===== config.mk =====
export PLATFORM = sky130hd
export DESIGN_NAME = sun_pll_ctrl
export DESIGN_NICKNAME = d
export VERILOG_FILES = /design/src/rtl/sun_pll_ctrl_pkg.sv /design/src/rtl/sun_pll_ctrl_sync.sv /design/src/rtl/sun_pll_ctrl.sv
export SDC_FILE = /design/constraint.sdc
export NUM_CORES = 1
export LEC_CHECK = 0
export ABC_AREA = 1
export BUFFER_PORTS_ARGS = -buffer_cell sky130_fd_sc_hd__buf_2
export CAP_MARGIN = 30
export CELL_PAD_IN_SITES_DETAIL_PLACEMENT = 0
export CELL_PAD_IN_SITES_GLOBAL_PLACEMENT = 1
export CORE_MARGIN = 4
export CORE_UTILIZATION = 46
export CTS_CLUSTER_SIZE = 28
export DETAILED_ROUTE_END_ITERATION = 6
export PLACE_DENSITY = 0.85
export SYNTH_ARGS = -nofsm -noshare
export SYNTH_HDL_FRONTEND = slang
export SYNTH_SLANG_ARGS = --single-unit

===== constraint.sdc =====
create_clock -name CK_REF -period 2.5 [get_ports CK_REF]
set_input_delay 0.375 -clock CK_REF [delete_from_list [all_inputs] [get_ports CK_REF]]
set_output_delay 0.375 -clock CK_REF [all_outputs]
set_load 0.005 [all_outputs]

===== src/rtl/sun_pll_ctrl_pkg.sv =====
// Shared types and constants for the SUN_PLL power-up sequencer / lock detector.
package sun_pll_ctrl_pkg;

  localparam int unsigned CNT_W = 8;
  localparam int unsigned CMP_W = CNT_W + 1;

  localparam int unsigned WINDOW_DEF  = 64;
  localparam int unsigned TOL_DEF     = 2;
  localparam int unsigned GOOD_N_DEF  = 4;
  localparam int unsigned SETTLE_DEF  = 32;
  localparam int unsigned TIMEOUT_DEF = 64;
  localparam int unsigned LOSS_N_DEF  = 2;

  localparam logic [CNT_W-1:0] CNT_MAX = '1;

  typedef enum logic [2:0] {
    ST_OFF,
    ST_SETTLE,
    ST_ACQ,
    ST_LOCK,
    ST_FAULT
  } state_e;

  // Bits needed to hold values 0..n.
  function automatic int unsigned cnt_width(input int unsigned n);
    return (n < 2) ? 1 : $clog2(n + 1);
  endfunction

  // Increment that sticks at all-ones.
  function automatic logic [CNT_W-1:0] sat_inc(input logic [CNT_W-1:0] v, input logic inc);
    return (inc && (v != CNT_MAX)) ? v + 1'b1 : v;
  endfunction

endpackage


===== src/rtl/sun_pll_ctrl_sync.sv =====
// Three-flop synchronizer for the divided PLL feedback clock with rising-edge detect.
module sun_pll_ctrl_sync
  import sun_pll_ctrl_pkg::*;
(
  input  logic clk,
  input  logic rst_n,
  input  logic ck_fb,
  output logic fb_rise
);

  logic s1, s2, s3;

  // Resample CK_FB into the reference domain; s3 is the delayed copy for edge detect.
  always_ff @(posedge clk or negedge rst_n) begin
    if (!rst_n) begin
      s1 <= 1'b0;
      s2 <= 1'b0;
      s3 <= 1'b0;
    end else begin
      s1 <= ck_fb;
      s2 <= s1;
      s3 <= s2;
    end
  end

  assign fb_rise = s2 & ~s3;

endmodule


===== src/rtl/sun_pll_ctrl.sv =====
// SUN_PLL power-up sequencer and frequency lock detector (CK_REF domain).
// Optional build macro SUN_PLL_CTRL_LOSS_EN: LOSS_N consecutive bad windows in
// LOCK return the FSM to ACQ; without it LOCK is held until EN drops.
module sun_pll_ctrl
  import sun_pll_ctrl_pkg::*;
#(
  parameter int unsigned WINDOW  = WINDOW_DEF,
  parameter int unsigned TOL     = TOL_DEF,
  parameter int unsigned GOOD_N  = GOOD_N_DEF,
  parameter int unsigned SETTLE  = SETTLE_DEF,
  parameter int unsigned TIMEOUT = TIMEOUT_DEF,
  parameter int unsigned LOSS_N  = LOSS_N_DEF
) (
  input  logic             CK_REF,
  input  logic             RN,
  input  logic             EN,
  input  logic             CK_FB,
  output logic             PWRUP_1V8,
  output logic             LOCKED,
  output logic             FAULT,
  output logic [CNT_W-1:0] FB_CNT
);

  localparam int unsigned SET_W = cnt_width(SETTLE);
  localparam int unsigned TOT_W = cnt_width(TIMEOUT);
  // One run counter serves both good-run (ACQ) and bad-run (LOCK) counting.
  localparam int unsigned RUN_W = cnt_width((GOOD_N > LOSS_N) ? GOOD_N : LOSS_N);

  state_e             state, state_nxt;
  logic               fb_rise;
  logic [SET_W-1:0]   settle_cnt;
  logic [CNT_W-1:0]   win_cnt, edge_cnt, total;
  logic [TOT_W-1:0]   win_tot, tot_inc;
  logic [RUN_W-1:0]   run_cnt, run_inc;
  logic               active, window_done, good, settle_last, keep_run;

  sun_pll_ctrl_sync u_sync (
    .clk     (CK_REF),
    .rst_n   (RN),
    .ck_fb   (CK_FB),
    .fb_rise (fb_rise)
  );

  assign active      = (state == ST_ACQ) || (state == ST_LOCK);
  assign keep_run    = (state_nxt == ST_ACQ) || (state_nxt == ST_LOCK);
  assign window_done = active && (win_cnt == CNT_W'(WINDOW - 1));
  assign total       = sat_inc(edge_cnt, fb_rise);
  assign good        = (total != CNT_MAX) &&
                       ({1'b0, total} >= CMP_W'(WINDOW - TOL)) &&
                       ({1'b0, total} <= CMP_W'(WINDOW + TOL));
  assign settle_last = (settle_cnt == SET_W'(SETTLE - 1));
  assign tot_inc     = win_tot + 1'b1;
  assign run_inc     = run_cnt + 1'b1;

  // Next-state selection; EN low overrides every other transition.
  always_comb begin
    state_nxt = state;
    case (state)
      ST_OFF:    if (EN) state_nxt = ST_SETTLE;
      ST_SETTLE: if (settle_last) state_nxt = ST_ACQ;
      ST_ACQ: begin
        if (window_done) begin
          if (good && (run_inc == RUN_W'(GOOD_N))) state_nxt = ST_LOCK;
          else if (tot_inc == TOT_W'(TIMEOUT))     state_nxt = ST_FAULT;
        end
      end
      ST_LOCK: begin
`ifdef SUN_PLL_CTRL_LOSS_EN
        if (window_done && !good && (run_inc == RUN_W'(LOSS_N))) state_nxt = ST_ACQ;
`endif
      end
      ST_FAULT:  state_nxt = ST_FAULT;
      default:   state_nxt = ST_OFF;
    endcase
    if (!EN) state_nxt = ST_OFF;
  end

  // State register with outputs decoded from the next state so they are flop outputs.
  always_ff @(posedge CK_REF or negedge RN) begin
    if (!RN) begin
      state     <= ST_OFF;
      PWRUP_1V8 <= 1'b0;
      LOCKED    <= 1'b0;
      FAULT     <= 1'b0;
    end else begin
      state     <= state_nxt;
      PWRUP_1V8 <= (state_nxt == ST_SETTLE) || (state_nxt == ST_ACQ) || (state_nxt == ST_LOCK);
      LOCKED    <= (state_nxt == ST_LOCK);
      FAULT     <= (state_nxt == ST_FAULT);
    end
  end

  // Settle timer: counts only while remaining in SETTLE.
  always_ff @(posedge CK_REF or negedge RN) begin
    if (!RN)                                              settle_cnt <= '0;
    else if ((state == ST_SETTLE) && (state_nxt == ST_SETTLE)) settle_cnt <= settle_cnt + 1'b1;
    else                                                  settle_cnt <= '0;
  end

  // Window engine: free-running in ACQ/LOCK, cleared otherwise so ACQ entry from SETTLE restarts it.
  always_ff @(posedge CK_REF or negedge RN) begin
    if (!RN) begin
      win_cnt  <= '0;
      edge_cnt <= '0;
      FB_CNT   <= '0;
    end else begin
      if (active && keep_run) begin
        win_cnt  <= window_done ? '0 : win_cnt + 1'b1;
        edge_cnt <= window_done ? '0 : total;
      end else begin
        win_cnt  <= '0;
        edge_cnt <= '0;
      end
      if (window_done) FB_CNT <= total;
    end
  end

  // Window tally and consecutive-run counter; any exit from ACQ/LOCK or ACQ<->LOCK move clears them.
  always_ff @(posedge CK_REF or negedge RN) begin
    if (!RN) begin
      win_tot <= '0;
      run_cnt <= '0;
    end else begin
      if ((state == ST_ACQ) && (state_nxt == ST_ACQ)) begin
        if (window_done) win_tot <= tot_inc;
      end else begin
        win_tot <= '0;
      end

      if ((state == ST_ACQ) && (state_nxt == ST_ACQ)) begin
        if (window_done) run_cnt <= good ? run_inc : '0;
      end
`ifdef SUN_PLL_CTRL_LOSS_EN
      else if ((state == ST_LOCK) && (state_nxt == ST_LOCK)) begin
        if (window_done) run_cnt <= good ? '0 : run_inc;
      end
`endif
      else begin
        run_cnt <= '0;
      end
    end
  end

endmodule


# Yosys cells after proc, flatten, opt, wreduce, memory -nomap -nowiden
# Index checks and enable logic that the tools add are counted.
[totals]
wordCells = 67
reg_bits = 49
[classes]
eq_ne = 15
reduce_logical = 13
n_mux = 17
add_sub_neg = 5
magnitude_cmp = 2
bitwise = 2
[ops]
columns = ["op", "count"]
rows = [
  ["8-bit 2-to-1 mux", 5],
  ["3-bit 2-to-1 mux", 8],
  ["8-bit by 1-bit adder with 8-bit output, second input constant", 2],
  ["8-bit != test, second input constant", 2],
  ["3-bit case mux with 5 select lines", 1],
  ["7-bit 2-to-1 mux", 2],
  ["3-bit by 2-bit == test with 1-bit output, second input constant", 4],
  ["3-bit == test, second input constant", 3],
  ["8-bit by 6-bit == test with 1-bit output, second input constant", 1],
  ["8-bit by 6-bit greater-or-equal comparator with 1-bit output, second input constant", 1],
  ["8-bit by 7-bit <= comparator with 1-bit output, second input constant", 1],
  ["1-bit logical AND", 8],
  ["7-bit by 1-bit adder with 7-bit output, second input constant", 1],
  ["7-bit == test, second input constant", 1],
  ["6-bit by 1-bit adder with 6-bit output, second input constant", 1],
  ["3-bit by 1-bit == test with 1-bit output, second input constant", 2],
  ["6-bit by 5-bit == test with 1-bit output, second input constant", 1],
  ["6-bit 2-to-1 mux", 1],
  ["1-bit logical OR", 4],
  ["3-bit by 1-bit adder with 3-bit output, second input constant", 1],
  ["3-bit zero test", 1],
  ["2-bit != test, second input constant", 1],
  ["1-bit bitwise AND", 1],
  ["1-bit NOT", 1],
]

# Logic depth before layout (Yosys ltp)
# Gate-level depths: netlist (run 1).
[depth]
ltp_word = 16
mapped_depth = 18
depth_no_buf = 17

# Cells and area by module
# Synthesis (run 1) repeated with hierarchy kept, for this count alone.
[unflattened]
cells_unflattened = 279
area_unflattened_um2 = 2482.4
[by_module_without_submodules]
columns = ["mod", "area_per_inst_um2", "seq_area_each_um2", "instances", "cells_each"]
rows = [
  ["sun_pll_ctrl", 2397.3, 1151.1, 1, 274],
  ["sun_pll_ctrl_sync", 85.1, 75.1, 1, 5],
]

# Least setup slack after synthesis (run 1)
# OpenSTA, ideal clock, no wires.
[synth_path]
kind = "register to register"
startpoint = "register edge_cnt[0]"
endpoint = "register edge_cnt[4]"
setup_ns = 0.069
path_stages_with_launch = 19
path_buffers = 1
period_less_slack_ns = 2.065
path_slack_ns = 0.435
arrival_ns = 1.996
path_cell_list = "dfrtp_1 ha_1 nand2_2 nor2_4 nand2_4 nand2_4 nand2_1 nand2_2 nor2_1 nor2_1 nand2_1 nand2_2 nand4_1 nand2_1 nand2_2 a21oi_4 nand2_4 buf_6 nor2_2"
[synth_via]
elab_chain_cells = 15
word_cells_on_any_way = 20
cone_classes = "add/sub (1); order compare (2); eq/ne (4); mux (7); reduce/logical (6)"
[synth_rtl]
columns = ["element", "line_no", "text"]
rows = [
  ["from (decl)", "sun_pll_ctrl.sv:32", "logic [CNT_W-1:0] win_cnt, edge_cnt, total;"],
  ["from (signal assigned)", "sun_pll_ctrl.sv:109", "edge_cnt <= window_done ? '0 : total;"],
  ["branches (longest 2 deep; another with 8-bit by 1-bit adder with 8-bit output)", "n/a", ""],
  ["8-bit 2-to-1 mux *", "sun_pll_ctrl_pkg.sv:31", "return (inc && (v != CNT_MAX)) ? v + 1'b1 : v;"],
  ["8-bit by 6-bit greater-or-equal comparator with 1-bit output or 8-bit != test (tied branches)", "sun_pll_ctrl.sv:49, sun_pll_ctrl.sv:48", ""],
  ["1-bit logical AND", "sun_pll_ctrl.sv:48", "assign good = (total != CNT_MAX) &&"],
  ["1-bit logical AND *", "sun_pll_ctrl.sv:49", "({1'b0, total} >= CMP_W'(WINDOW - TOL)) &&"],
  ["1-bit logical AND *", "sun_pll_ctrl.sv:63", "if (good && (run_inc == RUN_W'(GOOD_N))) state_nxt = ST_LOCK;"],
  ["3-bit 2-to-1 mux *", "sun_pll_ctrl.sv:63", ""],
  ["3-bit 2-to-1 mux *", "sun_pll_ctrl.sv:62", "if (window_done) begin"],
  ["3-bit case mux with 5 select lines *", "sun_pll_ctrl.sv:58", "case (state)"],
  ["3-bit 2-to-1 mux *", "sun_pll_ctrl.sv:75", "if (!EN) state_nxt = ST_OFF;"],
  ["named net state_nxt[1]", "sun_pll_ctrl.sv:29", "state_e state, state_nxt;"],
  ["3-bit by 2-bit == test with 1-bit output", "sun_pll_ctrl.sv:45", "assign keep_run = (state_nxt == ST_ACQ) || (state_nxt == ST_LOCK);"],
  ["1-bit logical OR *", "sun_pll_ctrl.sv:45", ""],
  ["1-bit logical AND *", "sun_pll_ctrl.sv:107", "if (active && keep_run) begin"],
  ["8-bit 2-to-1 mux *", "sun_pll_ctrl.sv:107", ""],
]
# Mark *: on every way through the listed nets, which the timed path passes.
# A chain may end at the register's enable or synchronous reset.

# Final worst setup path (run 1)
[layout_path]
startpoint = "register edge_cnt[1]"
endpoint = "register edge_cnt[2]"
# Same word-level chain as after synthesis.

==> results of run 1 <==
## area by class of cell
class                   count  area (sq um)
fillers                   481          2350
flip-flops and latches     49          1230
multi-input cells         205          1170
inverters                  45           169
repair buffers             19           120
well taps                  70          87.6
clock buffers               5          68.8
clock inverters             3          46.3
## state kept, by name, summed over array words and instances, names as in the netlist
signal	cells
run_cnt	3
edge_cnt	8
u_sync.s1	1
state	3
LOCKED	1
u_sync.s2	1
win_tot	7
u_sync.s3	1
FAULT	1
FB_CNT	8
PWRUP_1V8	1
win_cnt	8
settle_cnt	6
## power by group
part	switching [mW]	internal [mW]
Combinational	0.0312	0.00928
Clock	0.269	0.299
Sequential	0.00273	0.797
Total	0.303	1.11
## worst register-to-register path: stages, from the launching register on
cell	delay, ps
sky130_fd_sc_hd__dfrtp_1	430
sky130_fd_sc_hd__ha_1	220
sky130_fd_sc_hd__nand2_2	100
sky130_fd_sc_hd__nor2_4	50
sky130_fd_sc_hd__nand2_4	90
sky130_fd_sc_hd__nand2_4	70
sky130_fd_sc_hd__nor2_1	210
sky130_fd_sc_hd__xor2_2	230
sky130_fd_sc_hd__inv_1	110
sky130_fd_sc_hd__nand4_1	100
sky130_fd_sc_hd__nand2_1	60
sky130_fd_sc_hd__nand2_2	80
sky130_fd_sc_hd__a21oi_4	70
sky130_fd_sc_hd__buf_12	160
sky130_fd_sc_hd__nand2_4	150
sky130_fd_sc_hd__nor2_2	50
## cells in the mapped netlist
master	n
sky130_fd_sc_hd__xnor2_1	3
sky130_fd_sc_hd__nand2_1	51
sky130_fd_sc_hd__nor3b_1	1
sky130_fd_sc_hd__a31oi_1	1
sky130_fd_sc_hd__nor2_1	39
sky130_fd_sc_hd__ha_1	6
sky130_fd_sc_hd__nor3_1	5
sky130_fd_sc_hd__nand2_4	4
sky130_fd_sc_hd__nor2_4	4
sky130_fd_sc_hd__nor3_2	1
sky130_fd_sc_hd__a21oi_1	8
sky130_fd_sc_hd__nand3b_1	5
sky130_fd_sc_hd__nor2_2	10
sky130_fd_sc_hd__inv_2	1
sky130_fd_sc_hd__o21ai_1	1
sky130_fd_sc_hd__o21ai_0	14
sky130_fd_sc_hd__clkbuf_1	3
sky130_fd_sc_hd__buf_6	1
sky130_fd_sc_hd__nor4_1	1
sky130_fd_sc_hd__nand4_1	4
sky130_fd_sc_hd__dfrtp_1	49
sky130_fd_sc_hd__nand2_2	6
sky130_fd_sc_hd__o22ai_1	1
sky130_fd_sc_hd__a21oi_4	1
sky130_fd_sc_hd__nand3_1	24
sky130_fd_sc_hd__xor2_1	12
sky130_fd_sc_hd__inv_1	44
sky130_fd_sc_hd__o21bai_1	1
sky130_fd_sc_hd__mux2i_1	1
## per-layer routing
metal,part of all wire (%),up-vias,track usage [%]
li1,-,995,-
met1,48,866,19.1
met2,48,21,25.8
met3,3.1,4,3.47
met4,0.88,0,4.49
met5,0,-,0
## per-stage QoR
step                      cell area [sq um]  instances  utilization [%]  setup WS [ps]  hold WS (ps)
after CTS                              2820        393             53.8            122           175
after global routing                   2890        396             55.2          -11.2           171
final                                  2890        396             55.2            228           147
after global placement                 2700        385             51.6            225           333
after detailed placement               2700        385             51.6            146           338
after floorplan                        2540        302                -            435          79.4
## worst paths after layout
kind | end | slack (ps) | cells past startpoint
max in group asynchronous | edge_cnt[0]$_DFF_PN0_ | 1890 | 2
hold / removal | win_cnt[3]$_DFF_PN0_ | 150 | 2
hold reg to reg | u_sync.s2$_DFF_PN0_ | 350 | 0
setup / recovery | edge_cnt[2]$_DFF_PN0_ | 230 | 15
setup reg to reg | edge_cnt[2]$_DFF_PN0_ | 230 | 15
min in group CK_REF | u_sync.s1$_DFF_PN0_ | 180 | 1
## logic make-up (layout without fill, tap and decap cells)
logic type	after synthesis	in the layout	share of synthesized area, %
AOI/OAI and AO/OA	27	27	5.95
xor gates and xnor gates	15	15	5.16
adders and majority gates	6	6	2.95
buffers and inverters	49	72	7.52
DFF	49	49	48.2
muxes	1	1	0.393
and+or+nand+nor	155	156	29.8
## timing repair
action / in CTS / in global routing
endpoints found under the setup margin: 0 / 32
gates resized for setup: 0 / 7
endpoints found under the hold margin: 0 / 0
setup buffers: 0 / 2
==> metrics, run 1 <==
status=finished clean; wire length of the first global-routing pass=7.93 mm; remaining max-slew budget at the tightest pin=59.3%; Setup crit end kind=flip-flop; fraction of the cycle the final worst path needs=90.9%; Critical Path RT=2700 ps; routed wire length=4.66 mm; Die Y-Extent=82.4 um; element type at the critical path start=flip-flop; biggest area contributors in the synthesized netlist=sky130_fd_sc_hd__dfrtp_1 (48%), sky130_fd_sc_hd__nand2_1 (7.5%), sky130_fd_sc_hd__inv_1 (6.5%); number of hold-repair buffers added at the cts stage=0; number of different library cells in the post-synthesis netlist=29; clock latency on the worst-skew pair=300 ps; post-DR wirelength/cell=11.8 um; Final Power=1.41 mW; placeable core area=5240 sq um; clock root buffer=sky130_fd_sc_hd__clkbuf_8; Synth Warn #=0; drt pass-1 iters=4; TritonCTS clock tree=built; Top cell by count, worst path=sky130_fd_sc_hd__nand2_4; maximum vdd ir drop=219 uV; leakage power summed over all cells=1.36 nW; Buf+Inv Stages, Crit Path=2; final weighted congestion of routability-driven global placement=0.835; antenna cell count=0; cells along the critical path=ha_1 -> nand2_2 -> nor2_4 -> nand2_4 -> nand2_4 -> nor2_1 -> xor2_2 -> inv_1 -> nand4_1 -> nand2_1 -> nand2_2 -> a21oi_4 -> buf_12 -> nand2_4 -> nor2_2; Least-Margin Pin Slew=611 ps; Synthesized Nets=312; Finish-stage setup viols=0; Max Cap Viol=0; Crit-path slowest cell=sky130_fd_sc_hd__dfrtp_1; number of DRC markers in iteration 0=94; initial antenna violation count=0; delay contributed by the slowest stage of the critical path=430 ps; Layout Nets=335; post-synthesis sequential area ratio=48.2%; Post-Synthesis Cells=302; input/output buffers=14; Starting Density=48.6%; proportion of netlist area held by the largest area contributor=48.2%; layout overhead on the synthesized area=13.5%; area of the die=6790 sq um; via density per instance=4.76; peak fanout along the critical path=8; post-layout minimum cycle time=2270 ps; Critical Path AT=2470 ps; number of buffers on the longest clock path=2; fraction of final layout cells with drive strength greater than 1=18.4%; commonest non-fill, non-tap cell in the layout=sky130_fd_sc_hd__nand2_1; startpoint-to-endpoint class of the critical path=reg2reg; area of the mapped netlist=2540 sq um; worst min-delay path class=in2async; biggest area consumer among synthesized cells=sky130_fd_sc_hd__dfrtp_1; top library cells by usage in the layout, fill and taps aside=sky130_fd_sc_hd__nand2_1 (50), sky130_fd_sc_hd__dfrtp_1 (48), sky130_fd_sc_hd__inv_1 (44); number of antenna-violating nets in the routed design=0; Layout Skew=4.46 ps; clock-pin slew on the worst setup and hold paths=90 ps; pin count of the biggest net entering global routing=50; All-Layer GR Usage=15.1%; post-route setup TNS=0 ps; number of clock sinks seen by CTS=49; number of H-tree branching levels=2; final hold violation count=0; critical register-to-register path startpoint=edge_cnt[1]$_DFF_PN0_; startpoint of the most critical setup path=edge_cnt[1]$_DFF_PN0_; DRC violation count after routing=0; Post-Syn Area per Cell=8.43 sq um; top achievable clock speed=0.440 GHz; horizontal die dimension=82.4 um; placed wire-length estimate after detailed placement=3.40 mm; total congestion overflow=0; row cnt=26; synthesized flop and latch total=49; # IOs=15; category of cells accounting for the largest share of critical-path delay=simple AND/OR/NAND/NOR gates; Power Dens Cells=488 nW/um^2; vias=1886; TritonCTS Buffers=5; max-slew violations=0; via count of the first global-routing pass=1831
Power figures use the tool's default switching activity.
==> run 2: changes to the inputs <==
CTS_BUF_LIST = sky130_fd_sc_hd__clkbuf_16   (was default)
PLACE_DENSITY = 0.81   (was 0.85)
SYNTH_HIERARCHICAL = 1   (was default)
==> run 2 against run 1 <==
  * Synthesized area down 2.5%
  * Routed wire length about the same
  * Sequential share of layout area decreased by 0.59 points
  * Synthesized cell count fell by 7.6%
  * Clock skew is 3.9 ps higher
  * Critical path depth up 2
  * Core utilization up 1.4 points
  * Cell count down 4.5%
  * Global-route usage increased by 0.93 points
  * Largest cell class unchanged
  * Largest power group unchanged
==> metrics, run 2 <==
element type at the critical path start=flip-flop; layout overhead on the synthesized area=17.9%; number of DRC markers in iteration 0=65; post-synthesis sequential area ratio=49.4%; fraction of final layout cells with drive strength greater than 1=24.7%; Synth Warn #=6; clock root buffer=sky130_fd_sc_hd__clkbuf_16; DRC violation count after routing=0; wire length of the first global-routing pass=8.10 mm; FFs w/ async S/R, synth=100%; count of flip-flops with a built-in enable after synthesis=0; total congestion overflow=0; number of different library cells in the post-synthesis netlist=32; total non-filler cell area in the finished layout=2930 sq um; Top Metal Used=met4; fraction of the core area covered by cells at the end of the flow=56.6%; Clk pwr share=46.9%; fraction of the cycle the final worst path needs=96.0%; worst-case setup margin in the final layout=99.0 ps; number of clock sinks seen by CTS=49; via density per instance=4.86; Critical Path RT=2730 ps; post-detailed-placement cell area=2650 sq um; drt pass-1 iters=4; cells along the critical path=ha_2 -> nand2_2 -> nor2_4 -> nand2_4 -> nand2_4 -> nand2_1 -> nand2_2 -> nand2_1 -> nor2_1 -> nand2_1 -> nand2_1 -> nand4_1 -> nand2_2 -> a21oi_4 -> nor2_4 -> nand3_4 -> nor2_2; Top Registers=FB_CNT: 8 flops, edge_cnt: 8 flops, win_cnt: 8 flops; number of cell instances on the worst register-to-register path=17; delay contributed by the slowest stage of the critical path=400 ps; part of the power in registers=50.5%; post-route setup TNS=0 ps; routed wire length=4.66 mm; Synthesized Nets=289; worst min-delay path class=in2async; horizontal die dimension=81.5 um; critical register-to-register path startpoint=edge_cnt[1]$_DFF_PN0_; maximum vdd ir drop=278 uV; # IOs=15; final hold violation count=0; part of the power in combinational logic=2.6%; P_sw=0.313 mW; area of the mapped netlist=2480 sq um; unrepaired setup endpoints after global routing=yes; number of hold-repair buffers added at the cts stage=0; vias=1837; met2 wire length=2.21 mm; clock-pin slew on the worst setup and hold paths=70 ps; Layout Nets=317; area of the die=6640 sq um; via count of the first global-routing pass=1762; number of antenna-violating nets in the routed design=0; remaining max-slew budget at the tightest pin=62.1%; leakage power summed over all cells=1.35 nW; Final Power=1.59 mW; placed wire-length estimate after detailed placement=3.30 mm; post-DR wirelength/cell=12.3 um; Max Cap Viol=0; Top cell by count, worst path=sky130_fd_sc_hd__nand2_1; pin count of the biggest net entering global routing=27; most frequent cell after synthesis=sky130_fd_sc_hd__dfrtp_1; post-layout minimum cycle time=2400 ps; biggest area contributors in the synthesized netlist=sky130_fd_sc_hd__dfrtp_1 (49%), sky130_fd_sc_hd__nand2_1 (7.1%), sky130_fd_sc_hd__nor2_1 (5.3%); instance count after placement with tap cells included=364; initial antenna violation count=0; slack of the worst reg-to-reg path=100 ps; synthesized flop and latch total=49; biggest area consumer among synthesized cells=sky130_fd_sc_hd__dfrtp_1; clock latency on the worst-skew pair=290 ps; WL met1=2.29 mm; top achievable clock speed=0.416 GHz; peak fanout along the critical path=6; top library cells by usage in the layout, fill and taps aside=sky130_fd_sc_hd__dfrtp_1 (49), sky130_fd_sc_hd__nand2_1 (42), sky130_fd_sc_hd__inv_1 (34); worst slack after detailed placement=81.0 ps; Least-Margin Pin Slew=568 ps; Critical Path AT=2630 ps; Die Y-Extent=81.5 um; Layout Skew=8.39 ps; Fin Hold WS=81.0 ps; startpoint-to-endpoint class of the critical path=reg2reg; Post-Synthesis Cells=279; Setup crit end kind=flip-flop; antenna cell count=0; r2r endpoint=edge_cnt[6]$_DFF_PN0_; number of buffers on the longest clock path=2; commonest non-fill, non-tap cell in the layout=sky130_fd_sc_hd__dfrtp_1; sw frac=19.7%; All-Layer GR Usage=16.1%; row cnt=26; TritonCTS Buffers=5; input/output buffers=14; leading register cell type out of synthesis=sky130_fd_sc_hd__dfrtp_1; internal power=1.27 mW; Crit-path slowest cell=sky130_fd_sc_hd__dfrtp_1; Power Dens Cells=542 nW/um^2; Finish-stage setup viols=0; met3 wire length=84 um; number of H-tree branching levels=2; top post-synthesis cells by count=sky130_fd_sc_hd__dfrtp_1 (49), sky130_fd_sc_hd__nand2_1 (47), sky130_fd_sc_hd__nor2_1 (35); Post-Syn Area per Cell=8.90 sq um; Starting Density=48.0%; status=finished clean; number of non-filler instances in the completed layout=378; final weighted congestion of routability-driven global placement=0.832; max-slew violations=0; placeable core area=5170 sq um; TritonCTS clock tree=built; proportion of netlist area held by the largest area contributor=49.4%
==> run 2: how the worst max path moves through the flow <==
stage	start	to	slack (ps)
floorplan	edge_cnt[0]$_DFF_PN0_	edge_cnt[6]$_DFF_PN0_	360
global placement	edge_cnt[0]$_DFF_PN0_	edge_cnt[6]$_DFF_PN0_	110
detailed placement	edge_cnt[0]$_DFF_PN0_	edge_cnt[7]$_DFF_PN0_	80
CTS	edge_cnt[0]$_DFF_PN0_	edge_cnt[7]$_DFF_PN0_	60
global route	edge_cnt[1]$_DFF_PN0_	win_cnt[0]$_DFF_PN0_	-90
finish	edge_cnt[1]$_DFF_PN0_	edge_cnt[6]$_DFF_PN0_	100
==> run 2: critical path: cells and delay by family (launching register included) <==
kind	cells	cell delay [ps]
flops	1	400
compound gates	1	70
fa+ha+maj	1	220
simple gates	15	1640
==> run 2: metal layers <==
layer / track usage [%] / up-vias
met1: 21.2 / 868
met3: 3.29 / 7
met5: 0 / -
met4: 6.08 / 0
met2: 26.1 / 14
li1: - / 948
==> run 2: cell families (layout without fill, tap and decap cells) <==
| kind of cell | after synthesis | count (layout) | synth area share (%) |
|---|---|---|---|
| AOI/OAI and AO/OA | 23 | 23 | 5.19 |
| xor gates and xnor gates | 17 | 17 | 6.00 |
| adders and majority gates | 6 | 6 | 3.02 |
| buffers and inverters | 40 | 68 | 6.75 |
| DFF | 49 | 49 | 49.4 |
| muxes | 2 | 2 | 0.806 |
| and+or+nand+nor | 142 | 143 | 28.8 |
==> run 2: timing repair <==
action,4_1_cts,5_1_grt
hold endpoints to repair,0,0
gates resized for setup,0,18
buffers inserted,0,5
setup endpoints to repair,0,32
==> run 2: final cells by class <==
class,count,area [sq um]
fillers,475,2250
flip-flops and latches,49,1230
multi-input cells,191,1170
repair buffers,24,145
inverters,36,135
clock buffers,5,125
well taps,70,87.6
clock inverters,3,37.5
==> run 2: power by group through the flow <==
stage                     registers, mW  logic [mW]  clock network (mW)
after detailed placement          0.816      0.0412                   0
after floorplan                   0.816      0.0166                   0
after global placement            0.816      0.0407                   0
after CTS                         0.801      0.0414               0.763
final                             0.802      0.0414               0.744
after global routing              0.802      0.0487               0.790
